### src/rtl/song_grid_renderer_if.sv
// Sequencer <-> grid renderer bundle: control pulses in, VGA pixel stream and status out.
// master = sequencer/screen side, slave = renderer.
interface song_grid_renderer_if;
    logic       startKey;
    logic       songDone;
    logic       shiftSong;
    logic       beatIncremented;
    logic [3:0] noteRow;
    logic       readyForSong;
    logic [7:0] x;
    logic [6:0] y;
    logic [2:0] colour;
    logic       plot;
    logic [3:0] hitRow;
    logic       protocolErr;

    modport master (
        output startKey, songDone, shiftSong, beatIncremented, noteRow,
        input  readyForSong, x, y, colour, plot, hitRow, protocolErr
    );

    modport slave (
        input  startKey, songDone, shiftSong, beatIncremented, noteRow,
        output readyForSong, x, y, colour, plot, hitRow, protocolErr
    );
endinterface

### src/rtl/song_grid_renderer.sv
// Note-grid renderer: shifts note rows in, redraws the ROWS x 4 grid to VGA one pixel per cycle.
// Latency: beat at T -> pixels T+1..T+N -> readyForSong at T+N+1. No backpressure; beats while busy set protocolErr.
// Optional HIT_LINE_EN appends a white hit line below the grid.
module song_grid_renderer #(
    parameter int ROWS   = 8,
    parameter int CELL_W = 8,
    parameter int CELL_H = 8,
    parameter int X0     = 40,
    parameter int Y0     = 20
) (
    input logic                 clock,
    input logic                 reset,
    song_grid_renderer_if.slave bus
);
    localparam int XC_W = $clog2(4 * CELL_W);
    localparam int YC_W = $clog2(ROWS * CELL_H + 1);
    localparam int CH_L = $clog2(CELL_H);
    localparam int R_W  = $clog2(ROWS);

    localparam logic [XC_W-1:0] XC_LAST = XC_W'(4 * CELL_W - 1);
`ifdef HIT_LINE_EN
    localparam logic [YC_W-1:0] YC_LAST = YC_W'(ROWS * CELL_H);
`else
    localparam logic [YC_W-1:0] YC_LAST = YC_W'(ROWS * CELL_H - 1);
`endif

    typedef enum logic [1:0] {S_IDLE, S_DRAW, S_DONE} state_t;

    state_t                 state_q, state_d;
    logic [ROWS-1:0][3:0]   row_q, row_d;
    logic [XC_W-1:0]        xc_q, xc_d;
    logic [YC_W-1:0]        yc_q, yc_d;
    logic                   key_q;
    logic                   start_q, start_d;
    logic                   err_q, err_d;
    logic                   start_rise;
    logic [1:0]             lane;
    logic [R_W-1:0]         r_idx;
    logic [2:0]             lane_c;
    logic [2:0]             pix_c;
    logic                   drawing;

    always_ff @(posedge clock) begin
        if (reset) begin
            state_q <= S_IDLE;
            row_q   <= '0;
            xc_q    <= '0;
            yc_q    <= '0;
            key_q   <= 1'b0;
            start_q <= 1'b0;
            err_q   <= 1'b0;
        end else begin
            state_q <= state_d;
            row_q   <= row_d;
            xc_q    <= xc_d;
            yc_q    <= yc_d;
            key_q   <= bus.startKey;
            start_q <= start_d;
            err_q   <= err_d;
        end
    end

    assign start_rise = bus.startKey & ~key_q & bus.songDone & (state_q == S_IDLE);

    always_comb begin
        state_d = state_q;
        row_d   = row_q;
        xc_d    = xc_q;
        yc_d    = yc_q;
        err_d   = err_q;
        start_d = start_rise;

        // The shifted grid lands on the same edge that starts a draw, so a coincident draw sees it.
        if (start_rise) begin
            row_d = '0;
        end else if (bus.shiftSong) begin
            row_d = {row_q[ROWS-2:0], bus.noteRow};
        end

        if (bus.beatIncremented && state_q != S_IDLE) begin
            err_d = 1'b1;
        end

        case (state_q)
            S_IDLE: begin
                if (bus.beatIncremented) begin
                    state_d = S_DRAW;
                    xc_d    = '0;
                    yc_d    = '0;
                end
            end
            S_DRAW: begin
                if (xc_q == XC_LAST) begin
                    xc_d = '0;
                    if (yc_q == YC_LAST) begin
                        state_d = S_DONE;
                    end else begin
                        yc_d = yc_q + 1'b1;
                    end
                end else begin
                    xc_d = xc_q + 1'b1;
                end
            end
            S_DONE:  state_d = S_IDLE;
            default: state_d = S_IDLE;
        endcase
    end

    always_comb begin
        lane  = xc_q[XC_W-1 -: 2];
        r_idx = R_W'(yc_q >> CH_L);
        case (lane)
            2'd0:    lane_c = 3'b100;
            2'd1:    lane_c = 3'b010;
            2'd2:    lane_c = 3'b001;
            default: lane_c = 3'b110;
        endcase
        pix_c = row_q[r_idx][lane] ? lane_c : 3'b000;
`ifdef HIT_LINE_EN
        if (yc_q == YC_LAST) begin
            pix_c = 3'b111;
        end
`endif
    end

    assign drawing          = (state_q == S_DRAW);
    assign bus.plot         = drawing;
    assign bus.x            = drawing ? 8'(X0 + int'(xc_q)) : 8'd0;
    assign bus.y            = drawing ? 7'(Y0 + int'(yc_q)) : 7'd0;
    assign bus.colour       = drawing ? pix_c : 3'b000;
    assign bus.readyForSong = start_q | (state_q == S_DONE);
    assign bus.hitRow       = row_q[ROWS-1];
    assign bus.protocolErr  = err_q;
endmodule

### src/flat_wrapper.sv
// flat-port wrapper written by rule: the top's interface ports become plain ports
module song_grid_renderer_flat 
#(
    parameter int ROWS   = 8,
    parameter int CELL_W = 8,
    parameter int CELL_H = 8,
    parameter int X0     = 40,
    parameter int Y0     = 20
)
  (clock, reset, bus_startKey, bus_songDone, bus_shiftSong, bus_beatIncremented, bus_noteRow, bus_readyForSong, bus_x, bus_y, bus_colour, bus_plot, bus_hitRow, bus_protocolErr);
  song_grid_renderer_if bus_i ();
  input logic clock;
  input logic reset;
  input wire logic [$bits(bus_i.startKey)-1:0] bus_startKey;
  input wire logic [$bits(bus_i.songDone)-1:0] bus_songDone;
  input wire logic [$bits(bus_i.shiftSong)-1:0] bus_shiftSong;
  input wire logic [$bits(bus_i.beatIncremented)-1:0] bus_beatIncremented;
  input wire logic [$bits(bus_i.noteRow)-1:0] bus_noteRow;
  output wire logic [$bits(bus_i.readyForSong)-1:0] bus_readyForSong;
  output wire logic [$bits(bus_i.x)-1:0] bus_x;
  output wire logic [$bits(bus_i.y)-1:0] bus_y;
  output wire logic [$bits(bus_i.colour)-1:0] bus_colour;
  output wire logic [$bits(bus_i.plot)-1:0] bus_plot;
  output wire logic [$bits(bus_i.hitRow)-1:0] bus_hitRow;
  output wire logic [$bits(bus_i.protocolErr)-1:0] bus_protocolErr;
  assign bus_i.startKey = bus_startKey;
  assign bus_i.songDone = bus_songDone;
  assign bus_i.shiftSong = bus_shiftSong;
  assign bus_i.beatIncremented = bus_beatIncremented;
  assign bus_i.noteRow = bus_noteRow;
  assign bus_readyForSong = bus_i.readyForSong;
  assign bus_x = bus_i.x;
  assign bus_y = bus_i.y;
  assign bus_colour = bus_i.colour;
  assign bus_plot = bus_i.plot;
  assign bus_hitRow = bus_i.hitRow;
  assign bus_protocolErr = bus_i.protocolErr;
  song_grid_renderer #(.ROWS(ROWS), .CELL_W(CELL_W), .CELL_H(CELL_H), .X0(X0), .Y0(Y0)) u_core (.clock(clock), .reset(reset), .bus(bus_i));
endmodule
### config.mk
export PLATFORM = sky130hd
export DESIGN_NAME = song_grid_renderer_flat
export DESIGN_NICKNAME = d
export VERILOG_FILES = /design/src/rtl/song_grid_renderer_if.sv /design/src/rtl/song_grid_renderer.sv /design/src/flat_wrapper.sv
export SDC_FILE = /design/constraint.sdc
export NUM_CORES = 1
export LEC_CHECK = 0
export BUFFER_PORTS_ARGS = -buffer_cell sky130_fd_sc_hd__buf_2
export CAP_MARGIN = 20
export CORE_UTILIZATION = 35
export DETAILED_ROUTE_END_ITERATION = 7
export PLACE_DENSITY = 0.54
export SYNTH_ARGS = -nofsm -noshare
export SYNTH_HDL_FRONTEND = slang
export SYNTH_SLANG_ARGS = --single-unit
### constraint.sdc
create_clock -name clock -period 5.9 [get_ports clock]
set_input_delay 0.59 -clock clock [delete_from_list [all_inputs] [get_ports clock]]
set_output_delay 0.59 -clock clock [all_outputs]
set_load 0.02 [all_outputs]
* Yosys cells after proc, flatten, opt, wreduce, memory -nomap -nowiden
Index checks and enable logic that the tools add are counted.
** Cells by class
- Order comparisons :: 2
- Add/subtract/negate cells :: 4
- Eq/ne operators :: 10
- Multiplexer cells :: 20
- Bitwise operators :: 5
- Reductions and logical operators :: 9
** Operators with widths (count)
- 2-to-1 mux 7 bit :: 4
- case mux 7 bit (2 select lines) :: 1
- binary-select mux 4 bit (select 3 bit) :: 1
- 2-to-1 mux 5 bit :: 2
- case mux 5 bit (2 select lines) :: 1
- case mux 3 bit (3 select lines) :: 1
- 2-to-1 mux 8 bit :: 1
- inequality test 2 bit (second input constant) :: 4
- adder 5 x 7 -> 7 bit (first input constant) :: 1
- adder 6 x 5 -> 7 bit (first input constant) :: 1
- adder 7 x 1 -> 7 bit (second input constant) :: 1
- == test 7 x 6 -> 1 bit (second input constant) :: 1
- 2-to-1 mux 2 bit :: 3
- 2-to-1 mux 3 bit :: 2
- adder 5 x 1 -> 5 bit (second input constant) :: 1
- == test 5 bit (second input constant) :: 1
- == test 2 x 1 -> 1 bit (second input constant) :: 2
- == test 2 bit (second input constant) :: 2
- zero test 2 bit :: 2
- < comparator 3 x 4 -> 1 bit (second input constant) :: 1
- 2-to-1 mux 4 bit :: 1
- case mux 2 bit (2 select lines) :: 1
- AND reduction 4 bit :: 1
- nonzero test 2 bit :: 2
- other kinds (10) :: 12
** Word-level totals
- Bits in registers :: 49
- Input bits :: 10
- Logic and storage cells :: 64

* Logic depth before layout (Yosys ltp)
- Depth in word-level cells :: 6
- Gate-level depth with buffers :: 7

* Worst setup path before layout
Ideal clock, no wire load.
- Path kind :: register -> output
- Start :: register u_core.yc_q[3]
- End :: output bus_colour[0]
- Data arrival time :: 1621 ps
- Path slack :: 3689 ps
- Stages on the path, launching flop included :: 7
- Required time :: 5310 ps
- Path through :: dfxtp_1 > buf_6 > buf_6 > mux4_2 > a21oi_1 > o32a_2 > nor2_1
** Between the ends
- Cells in the longest elaborated chain, start to end :: 6
** RTL lines
- start, declared :: line song_grid_renderer.sv:32 : logic [YC_W-1:0] yc_q, yc_d;
- start signal, assigned :: line song_grid_renderer.sv:56 : yc_q <= yc_d;
- binary-select mux 4 bit (select 3 bit) :: line song_grid_renderer.sv:118 : pix_c = row_q[r_idx][lane] ? lane_c : 3'b000;
- 2-to-1 mux 4 bit (not written as such) :: line song_grid_renderer.sv:118
- binary-select mux 1 bit (select 2 bit) :: line song_grid_renderer.sv:118
- 2-to-1 mux 1 bit (not written as such) :: line song_grid_renderer.sv:118
- 2-to-1 mux 3 bit :: line song_grid_renderer.sv:118
- 2-to-1 mux 3 bit :: line song_grid_renderer.sv:130 : assign bus.colour = drawing ? pix_c : 3'b000;
- end, declared :: line flat_wrapper.sv:22 : output wire logic [$bits(bus_i.colour)-1:0] bus_colour;
Every way passes these cells. The select of a mux whose other input is x is not followed.

* Worst setup path in the final report
Ends and elaborated chain as after synthesis.

==> flow_metrics.py <==
metrics = {
    "status": {
        "status": "complete, but fails checks",
        "violations": "design-rule violations",
    },
    "finish": {
        "drive_gt1_share_pct": 19.27,
        "antenna_cells": 0,
        "areaGrowthSynthToFinish_pct": 10.34,
        "fin_nets": 291,
    },
    "synth": {
        "yosysSeqAreaShare_pct": 40.75,
        "synthDominantCellAreaShare_pct": 40.75,
        "avgSynthCellArea_um2": 9.553,
        "yosysUniqueCellTypes": 41,
        "synth-seq-cells": 49,
        "synthCells": 252,
        "netlist_top_cells_area": "dfxtp_1, mux2i_1, nor2_1",
        "synth_area_um2": 2407,
        "yosysWarnings": 0,
        "synth_largest_area_cell": "dfxtp_1",
        "syn-num-nets": 269,
    },
    "global_route": {
        "antenna_found_initial": 0,
        "globalRouteTotalUtil_pct": 14.16,
        "grt_start_max_net_pins": 33,
        "grt_pass1_wl_um": 8176,
        "grt-ovfl-total": 0,
        "grt_pass1_vias": 1659,
    },
    "power": {
        "cellLeakagePower_nw": 1.162,
        "powerDensity_nw_per_um2": 228.0,
        "ir_worst_vdd_v": 0.00007956,
    },
    "clock_network": {
        "clk_latency_ps": 300,
        "cts_sinks": 49,
        "root_buffer": "clkbuf_8",
        "path_clk_slew_ps": 100,
        "ctsHtreeMaxLevel": 2,
        "cts_made_buffers": 5,
        "postCtsSetupRepairBufs": 0,
        "cts_hold_buf": 0,
        "post_cts_resized": 0,
        "tritoncts": "yes",
        "clock_path_buffers": 2,
    },
    "floorplan": {
        "die_w_um": 84.94,
        "core-area_um2": 6495,
        "fp.dieH_um": 84.94,
        "num_rows": 29,
        "initial_core_util_pct": 37.06,
        "ios": 35,
        "die_area_um2": 7214,
    },
    "detailed_routing": {
        "drtAntennaViolNets": 0,
        "wire_per_inst_um": 13.51,
        "routed_via_density": 5.043,
        "drc": 2,
        "firstDrtPassIters": 6,
        "vias": 1775,
        "drt_iter0_markers": 72,
        "wirelength_um": 4756,
    },
    "place": {
        "dpl.hpwl_um": 3219,
        "io_buffers": 33,
        "gp_congestion": 0.7469,
    },
    "hold_path": {
        "min_path_type": "flop to flop",
    },
    "job": {
        "max-cap-violations": 0,
    },
    "sta": {
        "max_freq_ghz": 0.3202,
        "tightest_slew_ps": 941.2,
        "fin_hold_ws_ps": 508.5,
        "rsz0062_at_grt": "false",
        "relSlewSlack_pct": 37.25,
        "setup_viol": 0,
        "tns_ps": 0,
        "fin_crit_ps": 3123,
        "period_share_pct": 52.94,
        "drv_slew": 0,
        "skew_ps": 9.285,
        "hold_viol": 0,
    },
    "critical_path": {
        "crit_fanout": 15,
        "criticalPathCategory": "flop to primary output",
        "startpoint_type": "flop",
        "cp.required_ps": 5310,
        "crit_path_end_kind": "primary output",
        "arrival_ps": 2530,
    },
}
[sequential cells by signal, indices dropped and copies added, names as in the netlist]
signal	cells
u_core.bus.protocolErr	1
u_core.key_q	1
u_core.row_q	28
u_core.yc_q	7
u_core.xc_q	5
u_core.state_q	2
u_core.bus.hitRow	4
u_core.start_q	1
[where the power goes]
group	internal, mW	leakage [nW]	switching, mW	total [mW]
registers	0.336	0.397	0.00513	0.341
logic	0.0203	0.714	0.0319	0.0522
clock network	0.0954	0.0512	0.117	0.212
total	0.452	1.16	0.154	0.606
[placed cells by master, fill, tap and decap left out, types with 2 or more instances in the layout]
cell type | Yosys | layout
a211oi_1 | 3 | 3
a21o_1 | 2 | 2
a21oi_1 | 9 | 9
a22oi_1 | 2 | 2
and2_1 | 8 | 8
and3_2 | 2 | 2
buf_2 | 0 | 33
clkbuf_8 | 0 | 6
dfxtp_1 | 49 | 49
ha_1 | 7 | 7
inv_1 | 6 | 6
mux2i_1 | 37 | 37
mux4_1 | 3 | 3
mux4_2 | 3 | 3
nand2_1 | 10 | 10
nand2b_1 | 3 | 3
nand3_1 | 2 | 2
nand4_1 | 2 | 2
nor2_1 | 54 | 54
nor3_1 | 3 | 3
nor3b_1 | 2 | 2
o21ai_0 | 4 | 4
xnor2_1 | 5 | 5
xor2_1 | 2 | 2
[layer usage]
layer	part of all wire, %	track usage [%]	up-vias	wire length [um]
li1	-	-	914	-
met4	0.88	6.009	0	42
met2	43	20.84	31	2046
met1	53	20.49	828	2532
met5	0	0	-	0
met3	2.8	2.335	2	134
[cells by family after synthesis]
| group | Yosys count | synth area share, % |
|---|---|---|
| and+or+nand+nor | 92 | 17.62 |
| DFF | 49 | 40.75 |
| muxes | 43 | 21.47 |
| AOI/OAI and AO/OA | 28 | 8.056 |
| buffers and inverters | 25 | 5.769 |
| adders and majority gates | 7 | 3.638 |
| xor gates and xnor gates | 7 | 2.547 |
| other | 1 | 0.1558 |
[through the flow]
step | instances | cell area (um2) | worst slack (ps) | power [mW] | utilization [%]
2_1_floorplan | 252 | 2407 | 3689 | 0.3881 | -
3_3_place_gp | 344 | 2560 | 3179 | 0.4013 | 39.41
3_5_place_dp | 344 | 2560 | 3110 | 0.4018 | 39.41
4_1_cts | 352 | 2656 | 2729 | 0.6138 | 40.90
5_1_grt | 352 | 2656 | 2578 | 0.6362 | 40.90
6_report | 352 | 2656 | 2777 | 0.6056 | 40.90
[layout make-up]
| class | count | area, um2 |
|---|---|---|
| well taps | 77 | 96.34 |
| repair buffers | 34 | 172.7 |
| multi-input cells | 178 | 1287 |
| clock buffers | 6 | 82.58 |
| flip-flops and latches | 49 | 980.9 |
| clock inverters | 2 | 13.76 |
| inverters | 6 | 22.52 |
| fillers | 664 | 3839 |
[critical path, cell delays in order, from the launching register on]
cell,delay (ps)
dfxtp_1,840
mux4_2,590
and2_1,180
o31ai_2,210
o32a_2,220
nor2_1,50
buf_2,150
[path summary, 6_finish.rpt]
kind / startpoint / endpoint / slack (ps) / cells past startpoint
setup / recovery: u_core.yc_q[3] / bus_colour[0] / 2780 / 6
hold / removal: u_core.bus.protocolErr / u_core.bus.protocolErr / 510 / 2
setup reg to reg: u_core.yc_q[3] / u_core.yc_q[5] / 3570 / 6
hold reg to reg: u_core.bus.protocolErr / u_core.bus.protocolErr / 510 / 2
[cells in the mapped netlist]
cell,instances
a21o_1,2
ha_1,7
a211oi_1,3
nor2_1,54
nor2b_1,1
nor3b_1,2
o32a_2,1
o31ai_2,1
a311oi_1,1
dfxtp_1,49
a22oi_1,2
xnor2_1,5
nand2_1,10
a21oi_1,9
o221ai_1,1
mux4_1,3
buf_4,6
and3_2,2
and2_1,8
clkbuf_1,4
xor2_1,2
or2b_2,1
buf_6,3
o211ai_2,1
or4b_2,1
a31o_2,1
o22ai_1,1
inv_1,6
nand3_1,2
and3_1,1
o21ai_0,4
mux2i_1,37
o21bai_1,1
mux4_2,3
nand2b_1,3
or4_1,1
nand4_1,2
buf_1,6
conb_1,1
nor3_1,3
nand4b_1,1
(Power assumes the default switching activity.)
